**src/rtl/i2s_pkg.sv**
```systemverilog
// Shared types and helpers for the I2S playback transmitter.
// Holds the FSM/channel enums and the bit-clock half-period divider calculation.
package i2s_pkg;

  typedef enum logic [1:0] {
    IDLE,
    RUN,
    STOP
  } i2s_tx_state_t;

  typedef enum logic {
    CH_LEFT  = 1'b0,
    CH_RIGHT = 1'b1
  } i2s_ch_t;

  // System clocks per BCLK half period, truncated.
  function automatic int calc_half_div(
    input longint clk_freq,
    input longint i2s_freq
  );
    return int'(clk_freq / (2 * i2s_freq));
  endfunction

endpackage

```
**src/rtl/i2s_tx_fifo.sv**
```systemverilog
// Sample FIFO: synchronous, show-ahead read data, level output.
// Ports: clk, rst (async high), i_push/i_data, i_pop, o_data, o_full, o_empty, o_level.
module i2s_tx_fifo #(
  parameter int WIDTH = 16,
  parameter int DEPTH = 16
) (
  input  logic                       clk,
  input  logic                       rst,
  input  logic                       i_push,
  input  logic [WIDTH-1:0]           i_data,
  input  logic                       i_pop,
  output logic [WIDTH-1:0]           o_data,
  output logic                       o_full,
  output logic                       o_empty,
  output logic [$clog2(DEPTH+1)-1:0] o_level
);

  localparam int AW = $clog2(DEPTH);
  localparam int LW = $clog2(DEPTH + 1);

  logic [WIDTH-1:0] r_mem [DEPTH];
  logic [AW-1:0]    r_wr_ptr;
  logic [AW-1:0]    r_rd_ptr;
  logic [LW-1:0]    r_level;
  logic             w_wr;
  logic             w_rd;

  assign o_full  = (r_level == LW'(DEPTH));
  assign o_empty = (r_level == '0);
  assign o_level = r_level;
  assign o_data  = r_mem[r_rd_ptr];

  // Full blocks a push even when a pop happens in the same cycle.
  assign w_wr = i_push && !o_full;
  assign w_rd = i_pop && !o_empty;

  always_ff @(posedge clk or posedge rst) begin
    if (rst) begin
      r_wr_ptr <= '0;
      r_rd_ptr <= '0;
      r_level  <= '0;
    end else begin
      if (w_wr) r_wr_ptr <= r_wr_ptr + AW'(1);
      if (w_rd) r_rd_ptr <= r_rd_ptr + AW'(1);
      if (w_wr && !w_rd)
        r_level <= r_level + LW'(1);
      else if (!w_wr && w_rd)
        r_level <= r_level - LW'(1);
    end
  end

  always_ff @(posedge clk) begin
    if (w_wr) r_mem[r_wr_ptr] <= i_data;
  end

endmodule

```
**src/rtl/i2s_transmitter.sv**
```systemverilog
// I2S master transmitter: BCLK/WS generation, mono Philips serializer, sample FIFO.
// Ports: clk, rst, enable_i, pcm_in/pcm_valid_i/pcm_ready_o, fifo_level_o,
//   i2s_clk/i2s_ws/i2s_sd, frame_start_o, underrun_o;
//   underrun_count_o only when I2S_TX_UNDERRUN_CNT_EN is defined.
module i2s_transmitter
  import i2s_pkg::*;
#(
  parameter int DATA_WIDTH    = 16,
  parameter int I2S_DATA_SIZE = 24,
  parameter int CLK_FREQ      = 100_000_000,
  parameter int I2S_CLK_FREQ  = 1_500_000,
  parameter int FIFO_DEPTH    = 16
) (
  input  logic                            clk,
  input  logic                            rst,
  input  logic                            enable_i,
  input  logic [DATA_WIDTH-1:0]           pcm_in,
  input  logic                            pcm_valid_i,
  output logic                            pcm_ready_o,
  output logic [$clog2(FIFO_DEPTH+1)-1:0] fifo_level_o,
  output logic                            i2s_clk,
  output logic                            i2s_ws,
  output logic                            i2s_sd,
  output logic                            frame_start_o,
`ifdef I2S_TX_UNDERRUN_CNT_EN
  output logic [15:0]                     underrun_count_o,
`endif
  output logic                            underrun_o
);

  localparam int HALF_DIV   = calc_half_div(CLK_FREQ, I2S_CLK_FREQ);
  localparam int DIV_W      = $clog2(HALF_DIV);
  localparam int FRAME_BITS = 2 * I2S_DATA_SIZE;
  localparam int BIT_W      = $clog2(FRAME_BITS);
  localparam int PAD        = I2S_DATA_SIZE - DATA_WIDTH;
  localparam int MSB        = I2S_DATA_SIZE - 1;

  i2s_tx_state_t          r_state;
  logic [DIV_W-1:0]       r_div;
  logic [BIT_W-1:0]       r_bit;
  logic [MSB:0]           r_word;
  logic [MSB:0]           r_shift;
  logic                   r_clk;
  i2s_ch_t                r_ws;
  logic                   r_sd;
  logic                   r_frame_start;
  logic                   r_underrun;

  logic                   w_full;
  logic                   w_empty;
  logic                   w_pop;
  logic [DATA_WIDTH-1:0]  w_rd_data;
  logic [MSB:0]           w_ext;
  logic [MSB:0]           w_new_word;
  logic                   w_wrap;
  logic                   w_fall;
  logic                   w_load;
  logic [BIT_W-1:0]       w_next_bit;

  i2s_tx_fifo #(
    .WIDTH (DATA_WIDTH),
    .DEPTH (FIFO_DEPTH)
  ) u_fifo (
    .clk     (clk),
    .rst     (rst),
    .i_push  (pcm_valid_i),
    .i_data  (pcm_in),
    .i_pop   (w_pop),
    .o_data  (w_rd_data),
    .o_full  (w_full),
    .o_empty (w_empty),
    .o_level (fifo_level_o)
  );

  assign pcm_ready_o = !w_full;

  assign w_wrap = (r_div == DIV_W'(HALF_DIV - 1));
  assign w_fall = (r_state != IDLE) && w_wrap && r_clk;

  // r_bit is parked at the last index in IDLE so the first fall lands on 0.
  assign w_next_bit = (r_bit == BIT_W'(FRAME_BITS - 1)) ? '0
                    : r_bit + BIT_W'(1);

  assign w_load = (r_state == RUN) && w_fall && (w_next_bit == '0);
  assign w_pop  = w_load && !w_empty;

  // Left-justified slot word; silence on underrun.
  assign w_ext      = MSB'(0) | (I2S_DATA_SIZE)'(w_rd_data);
  assign w_new_word = w_empty ? '0 : (w_ext << PAD);

  always_ff @(posedge clk or posedge rst) begin
    if (rst) begin
      r_state       <= IDLE;
      r_div         <= '0;
      r_bit         <= BIT_W'(FRAME_BITS - 1);
      r_word        <= '0;
      r_shift       <= '0;
      r_clk         <= 1'b0;
      r_ws          <= CH_LEFT;
      r_sd          <= 1'b0;
      r_frame_start <= 1'b0;
      r_underrun    <= 1'b0;
    end else begin
      r_frame_start <= 1'b0;
      r_underrun    <= 1'b0;
      unique case (r_state)
        IDLE: begin
          r_div   <= '0;
          r_bit   <= BIT_W'(FRAME_BITS - 1);
          r_shift <= '0;
          r_clk   <= 1'b0;
          r_ws    <= CH_LEFT;
          r_sd    <= 1'b0;
          if (enable_i) r_state <= RUN;
        end
        RUN, STOP: begin
          r_div <= w_wrap ? '0 : r_div + DIV_W'(1);
          if (w_wrap) r_clk <= !r_clk;
          if (w_fall) begin
            if (r_state == STOP) begin
              r_state <= IDLE;
              r_ws    <= CH_LEFT;
              r_sd    <= 1'b0;
            end else begin
              r_bit <= w_next_bit;
              r_ws  <= (w_next_bit >= BIT_W'(I2S_DATA_SIZE))
                       ? CH_RIGHT : CH_LEFT;
              // sd lags ws by one BCLK: emit the bit queued last period.
              r_sd  <= r_shift[MSB];
              if (w_next_bit == '0) begin
                r_word        <= w_new_word;
                r_shift       <= w_new_word;
                r_frame_start <= 1'b1;
                r_underrun    <= w_empty;
              end else if (w_next_bit == BIT_W'(I2S_DATA_SIZE)) begin
                r_shift <= r_word;
              end else begin
                r_shift <= r_shift << 1;
              end
              if (w_next_bit == BIT_W'(FRAME_BITS - 1) && !enable_i)
                r_state <= STOP;
            end
          end
        end
        default: r_state <= IDLE;
      endcase
    end
  end

  assign i2s_clk       = r_clk;
  assign i2s_ws        = r_ws;
  assign i2s_sd        = r_sd;
  assign frame_start_o = r_frame_start;
  assign underrun_o    = r_underrun;

`ifdef I2S_TX_UNDERRUN_CNT_EN
  logic [15:0] r_ucnt;

  always_ff @(posedge clk or posedge rst) begin
    if (rst)
      r_ucnt <= '0;
    else if (w_load && w_empty && r_ucnt != 16'hFFFF)
      r_ucnt <= r_ucnt + 16'd1;
  end

  assign underrun_count_o = r_ucnt;
`endif

endmodule

```
**config.mk**
```make
export PLATFORM = sky130hd
export DESIGN_NAME = i2s_transmitter
export DESIGN_NICKNAME = d
export VERILOG_FILES = /design/src/rtl/i2s_pkg.sv /design/src/rtl/i2s_tx_fifo.sv /design/src/rtl/i2s_transmitter.sv
export SDC_FILE = /design/constraint.sdc
export NUM_CORES = 1
export LEC_CHECK = 0
export CAP_MARGIN = 0
export CORE_MARGIN = 2
export CORE_UTILIZATION = 57
export CTS_CLUSTER_SIZE = 14
export DETAILED_ROUTE_END_ITERATION = 8
export DONT_BUFFER_PORTS = 1
export HOLD_SLACK_MARGIN = 0.12
export PLACE_DENSITY = 0.75
export SLEW_MARGIN = 25
export SYNTH_ARGS = -nofsm -noshare
export SYNTH_HDL_FRONTEND = slang
export SYNTH_SLANG_ARGS = --single-unit
```
**constraint.sdc**
```tcl
create_clock -name clk -period 2.95 [get_ports clk]
set_input_delay 0.4425 -clock clk [delete_from_list [all_inputs] [get_ports clk]]
set_output_delay 0.4425 -clock clk [all_outputs]
set_load 0.005 [all_outputs]
```
==> Flow_metrics.wiki <==
{| class="wikitable"
! Metric !! Value
|-
| Wire length on met3 || 1820 um
|-
| Post-layout total power || between 10 and 15 mW
|-
| Clock tree from TritonCTS || yes
|-
| Final clock skew || roughly 0.022 ns
|-
| Post-synthesis adder-cell area fraction || just over 2%
|-
| Port Buffer Count || 0
|-
| Number of antenna violations at the first check in global routing || 0
|-
| Combined flip-flop and latch cell area || 9300 um2
|-
| Most common library cell in the layout ignoring fill and taps || edfxtp_1
|-
| Count of warnings emitted by yosys || 0
|-
| First-pass iteration count of the detailed router || 4
|-
| Clock tree root driver cell || clkbuf_16
|-
| Global placement routability congestion || a little under 0.8
|-
| Setup total negative slack || 0 ns
|-
| Worst setup EP type || flop
|-
| Fraction of final layout cells sized beyond drive strength 1 || a little over a fifth
|-
| Remaining max-slew budget at the tightest pin || between 30% and 40%
|-
| Worst slew pin tran || roughly 0.96 ns
|-
| Multiplexer area fraction after synthesis || between 10% and 20%
|-
| Final number of hold-violating endpoints || 0
|-
| Power per cell area || 728 nW/um2
|-
| Placeable core area || roughly 23000 um2
|-
| Total CTS buffers || 34
|-
| Final-report max-slew violation count || 0
|-
| Top layer used by detailed routing || met4
|-
| Smallest setup slack after layout || roughly 0.12 ns
|-
| Xor-xnor portion of the synthesized cell area || under 10%
|-
| Most frequently used flop master after synthesis || edfxtp_1
|-
| Area added between synthesis and finish || 14.6%
|-
| Die Footprint || approximately 24000 um2
|-
| Cell area after technology mapping || about 13000 um2
|-
| Status || finished, final reports clean
|-
| Wire length on met1 || about 11000 um
|-
| I/O pins || 31
|-
| Critical path type || reg2reg
|-
| Half-perimeter wire length after detailed placement || around 17000 um
|-
| Top area cells in the synthesized netlist || edfxtp_1 58%, dfrtp_1 11%, mux4_2 11%
|-
| Nets in the synthesized netlist || between 800 and 900
|-
| Vias in the first global route || approximately 7600
|-
| Number of placed instances, taps included || 1085
|-
| Data arrival time of the worst path || about 3.3 ns
|-
| Largest fanout on the critical path || 8
|-
| Number of clock sinks seen by CTS || 320
|-
| Worst IR Drop VDD || 0.000589 V
|-
| Total area of multi-input combinational cells || ~3700 um2
|-
| Floorplan row count || 55
|-
| Portion of the post-synthesis area used by sequential elements || a little over two thirds
|-
| Final setup fails || 0
|-
| Total via count in the routed design || ~7300
|-
| Non-filler instance count after layout || about 1200
|-
| Vertical extent of the die || around 160 um
|-
| Mapped Cells || about 790
|-
| Library cell occupying the most area in the post-synthesis netlist || edfxtp_1
|-
| Leftover overflow at the end of global routing || 0
|-
| Static Leakage || roughly 5.4 nW
|-
| Clock input transition at the sequential cells of the worst setup and hold paths || 0.06 ns
|-
| EDFF count, synth || 256
|-
| Filler Cells Inserted || around 1500
|-
| Final #Nets || 900
|-
| Buffer levels on the longest clock path || 3
|-
| Share of the synthesized area in the top cell type || 58.1%
|-
| Chip Width || approximately 160 um
|-
| CP required || about 3.4 ns
|-
| Flip-flop and latch count after synthesis || 320
|-
| Largest family of logic cells by synthesized area || multiplexers
|-
| Antenna diode count || 0
|-
| Worst hold path type || in2reg
|-
| Crit path time final || approximately 2.8 ns
|-
| Final wirelength || 27800 um
|-
| Iteration-0 DRC Markers || 493
|-
| Count of nets left with antenna violations after detail routing || 0
|-
| Global Route Usage Sum || between 20% and 30%
|-
| Routed vias/inst || ~6.2
|-
| Final critical-path share of the clock period || a little over nine tenths
|-
| Number of maximum-capacitance violations || 0
|-
| Avg WL per Cell || about 24 um
|-
| Maximum clock frequency || between 300 and 400 MHz
|-
| Async SR Flop Fraction || about a fifth
|-
| Largest net degree at the start of global routing || between 50 and 60
|-
| Post-route worst hold slack || about 0.26 ns
|-
| Global-route wire length before repair || 43500 um
|-
| Fraction of the mapped netlist area in compound gates || 5.40%
|-
| Total number of H-tree levels || 2
|-
| Commonest cells after routing, fill and taps aside || 256 x edfxtp_1, 88 x nand2_1, 64 x mux4_2, 57 x dfrtp_1, 45 x a22oi_1
|-
| CP startpoint kind || flop
|-
| Initial Utilization || approximately 58%
|-
| Mean area per synthesized cell || approximately 17 um2
|-
| Final routed DRC violation total || 0
|-
| Clock latency on the worst-skew pair || between 0.5 and 0.6 ns
|-
| Pre-CTS setup slack || -0.00935 ns
|-
| Total met2 wirelength after detailed routing || between 10000 and 15000 um
|-
| Area share of and/or/nand/nor cells after synthesis || 6.65%
|-
| Unique cell type count in the Yosys netlist || 56
|}
## cells by family (layout without fill, tap and decap cells)
logic type | after synthesis | after routing
adders and majority gates | 21 | 21
and+or+nand+nor | 185 | 185
xor gates and xnor gates | 19 | 19
muxes | 81 | 81
DFF | 320 | 320
AOI/OAI and AO/OA | 107 | 107
buffers and inverters | 61 | 150
## report_power, final
group	internal, mW	switching (mW)	leakage (nW)
combinational	0.495	0.896	1.76
clock	2.41	1.66	0.508
sequential	5.35	0.239	3.16
total	8.25	2.80	5.43
## path summary, 6_finish.rpt
check | start | slack, ns | cells past startpoint | end
max | r_bit[1] | 0.12 | 13 | u_fifo.o_level[4]
min | enable_i | 0.26 | 2 | r_state[1]
max reg2reg | r_bit[1] | 0.12 | 13 | u_fifo.o_level[4]
min reg2reg | r_word[9] | 0.48 | 2 | r_word[9]
max in group asynchronous | rst | 1.99 | 3 | r_bit[3]
min in group asynchronous | rst | 0.33 | 2 | r_div[4]
## repair_timing
action,CTS,global route
setup buffers,0,4
hold endpoints to repair,286,0
pin swaps,1,6
hold buffers,18,0
gates resized for setup,2,10
setup endpoints to repair,1,2
## state kept, by name, summed over array words and instances, names as in the netlist
register / cells
u_fifo.r_wr_ptr: 4
u_fifo.r_rd_ptr: 4
frame_start_o: 1
i2s_sd: 1
r_state: 2
r_word: 16
r_bit: 6
i2s_clk: 1
u_fifo.r_mem: 256
u_fifo.o_level: 5
r_shift: 16
underrun_o: 1
i2s_ws: 1
r_div: 6
## routing by layer
| metal | vias up | global-route usage (%) |
|---|---|---|
| met5 | - | 0 |
| met3 | 78 | 4.74 |
| met1 | 3708 | 31.2 |
| li1 | 3197 | - |
| met4 | 0 | 10.3 |
| met2 | 275 | 39.6 |
## critical path, stage by stage, from the launching register on
cell and delay, ns:
dfstp_2 0.57, buf_6 0.13, nand4bb_1 0.11, a211o_1 0.33
a211oi_4 0.27, nand3_2 0.13, ha_4 0.20, fa_2 0.35
inv_1 0.06, a21o_1 0.12, a21oi_2 0.06, xnor2_1 0.12
nor2_1 0.14, xor2_1 0.15
## per-stage QoR
step,utilization (%),instance area (um2)
after floorplan,-,13200
after global placement,60.8,13800
after detailed placement,60.8,13800
after CTS,66.4,15100
after global routing,66.8,15200
final,66.8,15200
## synth_stat cells (15+ instances only)
cell	count
nand2_1	88
o21ai_0	18
dfrtp_1	59
nor2_1	28
a21oi_1	16
mux4_2	64
mux2i_1	15
edfxtp_1	256
a22oi_1	45
nand3_1	19
ha_1	20
inv_1	20
## layout make-up
type | count | area share (%)
flip-flops and latches | 320 | 61.3
multi-input cells | 413 | 24.5
clock buffers | 44 | 5.85
repair buffers | 70 | 4.27
well taps | 285 | 2.35
clock inverters | 16 | 1.20
inverters | 20 | 0.495
Power figures use the tool's default switching activity.
==> variant 1, RTL diff (same flow settings) <==
Re-encode `i2s_tx_state_t` (3 states) as one-hot, 3 bits wide.
--- a/src/rtl/i2s_pkg.sv
+++ b/src/rtl/i2s_pkg.sv
@@ -4,6 +4,6 @@
 
-  typedef enum logic [1:0] {
-    IDLE,
-    RUN,
-    STOP
+  typedef enum logic [2:0] {
+    IDLE = 3'b001,
+    RUN  = 3'b010,
+    STOP = 3'b100
   } i2s_tx_state_t;
Check against the original RTL: no difference found for any inputs over 4 cycles, from zero or initial values and one cycle with rst high; so few cycles prove little.
==> variant 1 against the unedited design <==
Sequential cell count is 1 higher. Area after synthesis hardly changed. Worst hold slack worse by 0.035 ns. Wire length is 5.2% higher. Clock power is 9.6% lower. Count of clock-buffer cells in the layout is 7 lower. Worst setup slack worse by 0.0060 ns. Total power is 7.6% lower. Clock skew is 0.012 ns lower. Synthesized cell count is 2.5% lower. Critical path depth is 2 higher. Cell area is 0.41% lower.
==> variant 1: results (changes against the unedited design) <==
first-pass GRT wire length 45.0 mm (+3.5%); Post-Route WL 29.2 mm (+5.2%); Synth top cells by count edfxtp_1, nand2_1, mux4_2; clock-cell share of area 6.26% (-0.79 points); maximum vdd drop 575 uV (-2.3%); FFs w/ async S/R, synth 20.2% (+0.25 points); GP Congestion 0.830 (+4.7%); final core utilization 66.5% (-0.28 points); total leakage power 5.15 nW (-5.1%); hpwl dp 17.0 mm (-0.91%); Vias per Instance 6.32 (+1.8%); First-pass DRT Iterations 5 (+1); Distinct cells, synth 60 (+7.1%); inverters 11 (-45%); Post-Synthesis Net Count 810 (-3.0%); pin count of the biggest net entering global routing 63 (+19%); non-clk buf share 4.05% (-0.22 points); post-CTS sizing 4 (+2); share of cells above drive strength 1 25.8% (+3.8 points); WHS 0.226 ns (-0.0352 ns); synth top area cells edfxtp_1, dfrtp_1, mux4_2; Clock Latency Late Sink 0.57 ns (+0.05 ns); status completed; Rel. slew slack 42.5% (+6.5 points); Seq/Total Area, Yosys 70.4% (+0.14 points); Num CTS Buffers 31 (-8.8%); number of synthesized register bits 321 (+0.31%); clock power share 36.1% (-0.7 points); wire length on met2 15.4 mm (+12%); clock buf count 37 (-16%); H-tree depth 1 (-1); met2 Usage GRT 43.8% (+4.1 points); Final Critical Period 2.83 ns (+0.00600 ns); filler instances 1481 (-0.60%); skew final 0.0106 ns (-0.0117 ns); reg2reg path depth 15 (+2); placed cells 1065 (-1.8%); mean area per synthesized cell 17.1 um^2 (+2.7%); met3 Resource Use GR 3.63% (-1.1 points); M1 WL 11.3 mm (+2.0%); worst-path fanout max 6 (-2); Final #Nets 872 (-3.1%); Placed Area 13900 um^2 (+0.43%); CP arrival 3.28 ns (+0.02 ns); vias in the first global route 7610 (+0.67%); Power Combinational 1.01 mW (-27%); total vias in the final route 7241 (-0.23%); clk pwr 3.68 mW (-9.6%)
==> variant 1: changes by cell type after synthesis, sizes merged, moves of 5 or more <==
cell	delta
a22oi	-15
o211ai	+15
buf	-11
clkbuf	+11
nand3	-10
inv	-9
a21oi	-8
nand2	+8
o21ai	-8
nor2	+6
nor3	-6
ha	-5
==> variant 1: tightest hold or removal path: cells and delay by family <==
| kind | cells | cell delay [ns] |
|---|---|---|
| and+or+nand+nor | 2 | 0.14 |
| AOI/OAI and AO/OA | 1 | 0.15 |
==> variant 1: cells by family (layout without fill, tap and decap cells) <==
group | after synthesis | count (layout) | synth area share [%]
mux | 82 | 82 | 12.4
simple gates | 187 | 187 | 6.62
buf+inv | 52 | 138 | 2.21
fa+ha+maj | 16 | 16 | 1.57
compound gates | 101 | 101 | 5.90
xor+xnor | 15 | 15 | 0.992
flops | 321 | 321 | 70.4
==> variant 2, RTL diff (config.mk and constraints unchanged) <==
Without the edit above. Set the parameter `FIFO_DEPTH` to 32 (it was 16).
--- a/src/rtl/i2s_transmitter.sv
+++ b/src/rtl/i2s_transmitter.sv
@@ -11,3 +11,3 @@
   parameter int I2S_CLK_FREQ  = 1_500_000,
-  parameter int FIFO_DEPTH    = 16
+  parameter int FIFO_DEPTH    = 32
 ) (
Ports: changed (resized fifo_level_o); port bits go from 31 to 32. No check against the original RTL was run, so the function may have changed too.
==> variant 2 against the unedited design <==
The flow now finishes with violations (setup timing). Sequential cell count rose by 259. Critical path depth down 2. Wire length grew 95%. Non-clock buffer count up 72. Worst setup slack worse by 0.17 ns. Synthesized cell count grew 69%. Combinational power up 63%. Total power up 71%. Cell area increased by 79%. Area after synthesis up 78%. Maximum frequency decreased by 5.8%. Critical path type unchanged. Largest cell class unchanged. Highest routed layer unchanged.
==> variant 2: results (changes against the unedited design) <==
Max stage delay on crit path 0.59 ns (+0.02 ns); CP arrival 3.46 ns (+0.20 ns); worst min-delay path startpoint pcm_in[2]; Synth top cells by count edfxtp_1, mux4_2, mux2i_1; Placement Setup Slack -0.101 ns (-0.0914 ns); status finished, violations left; Vias per Instance 6.40 (+3.0%); total leakage power 9.24 nW (+70%); Wirelength per Cell 26.5 um (+11%); failing checks setup timing; filler instances 2630 (+77%); Initial DRC Count 1503 (+200%); synth top area cells edfxtp_1, mux4_2, dfrtp_1; pin count of the biggest net entering global routing 48 (-9.4%); share of cells above drive strength 1 24.9% (+2.9 points); Num CTS Buffers 56 (+65%); Clock Latency Late Sink 0.61 ns (+0.09 ns); GP Congestion 0.864 (+8.9%); internal power 14.2 mW (+72%); hold path cells 1 (-1); setup violators final 1 (+1); First-pass DRT Iterations 7 (+3); Post-Synthesis Net Count 1387 (+66%); skew final 0.0304 ns (+0.00799 ns); hold buffers post-CTS 25 (+7); number of synthesized flops with an enable pin 512 (+100%); Final #Nets 1507 (+67%); Setup WS post-layout -0.0505 ns (-0.175 ns); maximum vdd drop 594 uV (+0.90%)
## variant 2: kinds of logic after synthesis
group / Yosys count / share of synthesized area, %
AO/OA/AOI/OAI: 190 / 5.99
XOR/XNOR: 19 / 0.704
adder cells (fa/ha/maj): 22 / 1.20
buffers and inverters: 104 / 2.22
flip-flops: 579 / 72.2
multiplexers: 192 / 12.8
AND/OR/NAND/NOR: 239 / 4.88
## variant 2: worst max path at each step
stage	slack, ns	end	cells after the start	from
floorplan	-0.11	u_fifo.o_level[5]	14	r_bit[2]
global placement	-0.005	u_fifo.o_level[5]	12	r_bit[0]
detailed placement	-0.10	u_fifo.o_level[5]	13	r_bit[0]
CTS	-0.009	u_fifo.o_level[5]	11	r_bit[1]
global route	-0.19	u_fifo.o_level[5]	12	r_bit[1]
finish	-0.05	u_fifo.o_level[5]	11	r_bit[1]
## variant 2: routing by layer
| layer | vias up | part of all wire [%] | GRT usage, % |
|---|---|---|---|
| li1 | 5609 | - | - |
| met1 | 6781 | 39 | 34.3 |
| met2 | 578 | 50 | 42.0 |
| met3 | 106 | 7.2 | 4.02 |
| met4 | 0 | 3.5 | 9.88 |
| met5 | - | 0 | 0 |
## variant 2: area by class of cell
cell class	instances	area (um^2)	area share, %
Sequential cell	579	17100	62.9
Multi-Input combinational cell	662	6210	22.9
Clock buffer	75	1520	5.61
Timing Repair Buffer	142	1340	4.95
Tap cell	532	666	2.45
Clock inverter	28	245	0.903
Inverter	24	95.1	0.350
## variant 2: metrics by stage
step                area (um^2)  instances  hold WS [ns]  util, %
CTS                       27100       2041         0.120     66.4
detailed placement        24700       1897         0.406     60.6
finish                    27100       2042         0.139     66.5
floorplan                 23700       1345         0.454        -
global placement          24700       1897         0.398     60.6
global route              27100       2042         0.129     66.5
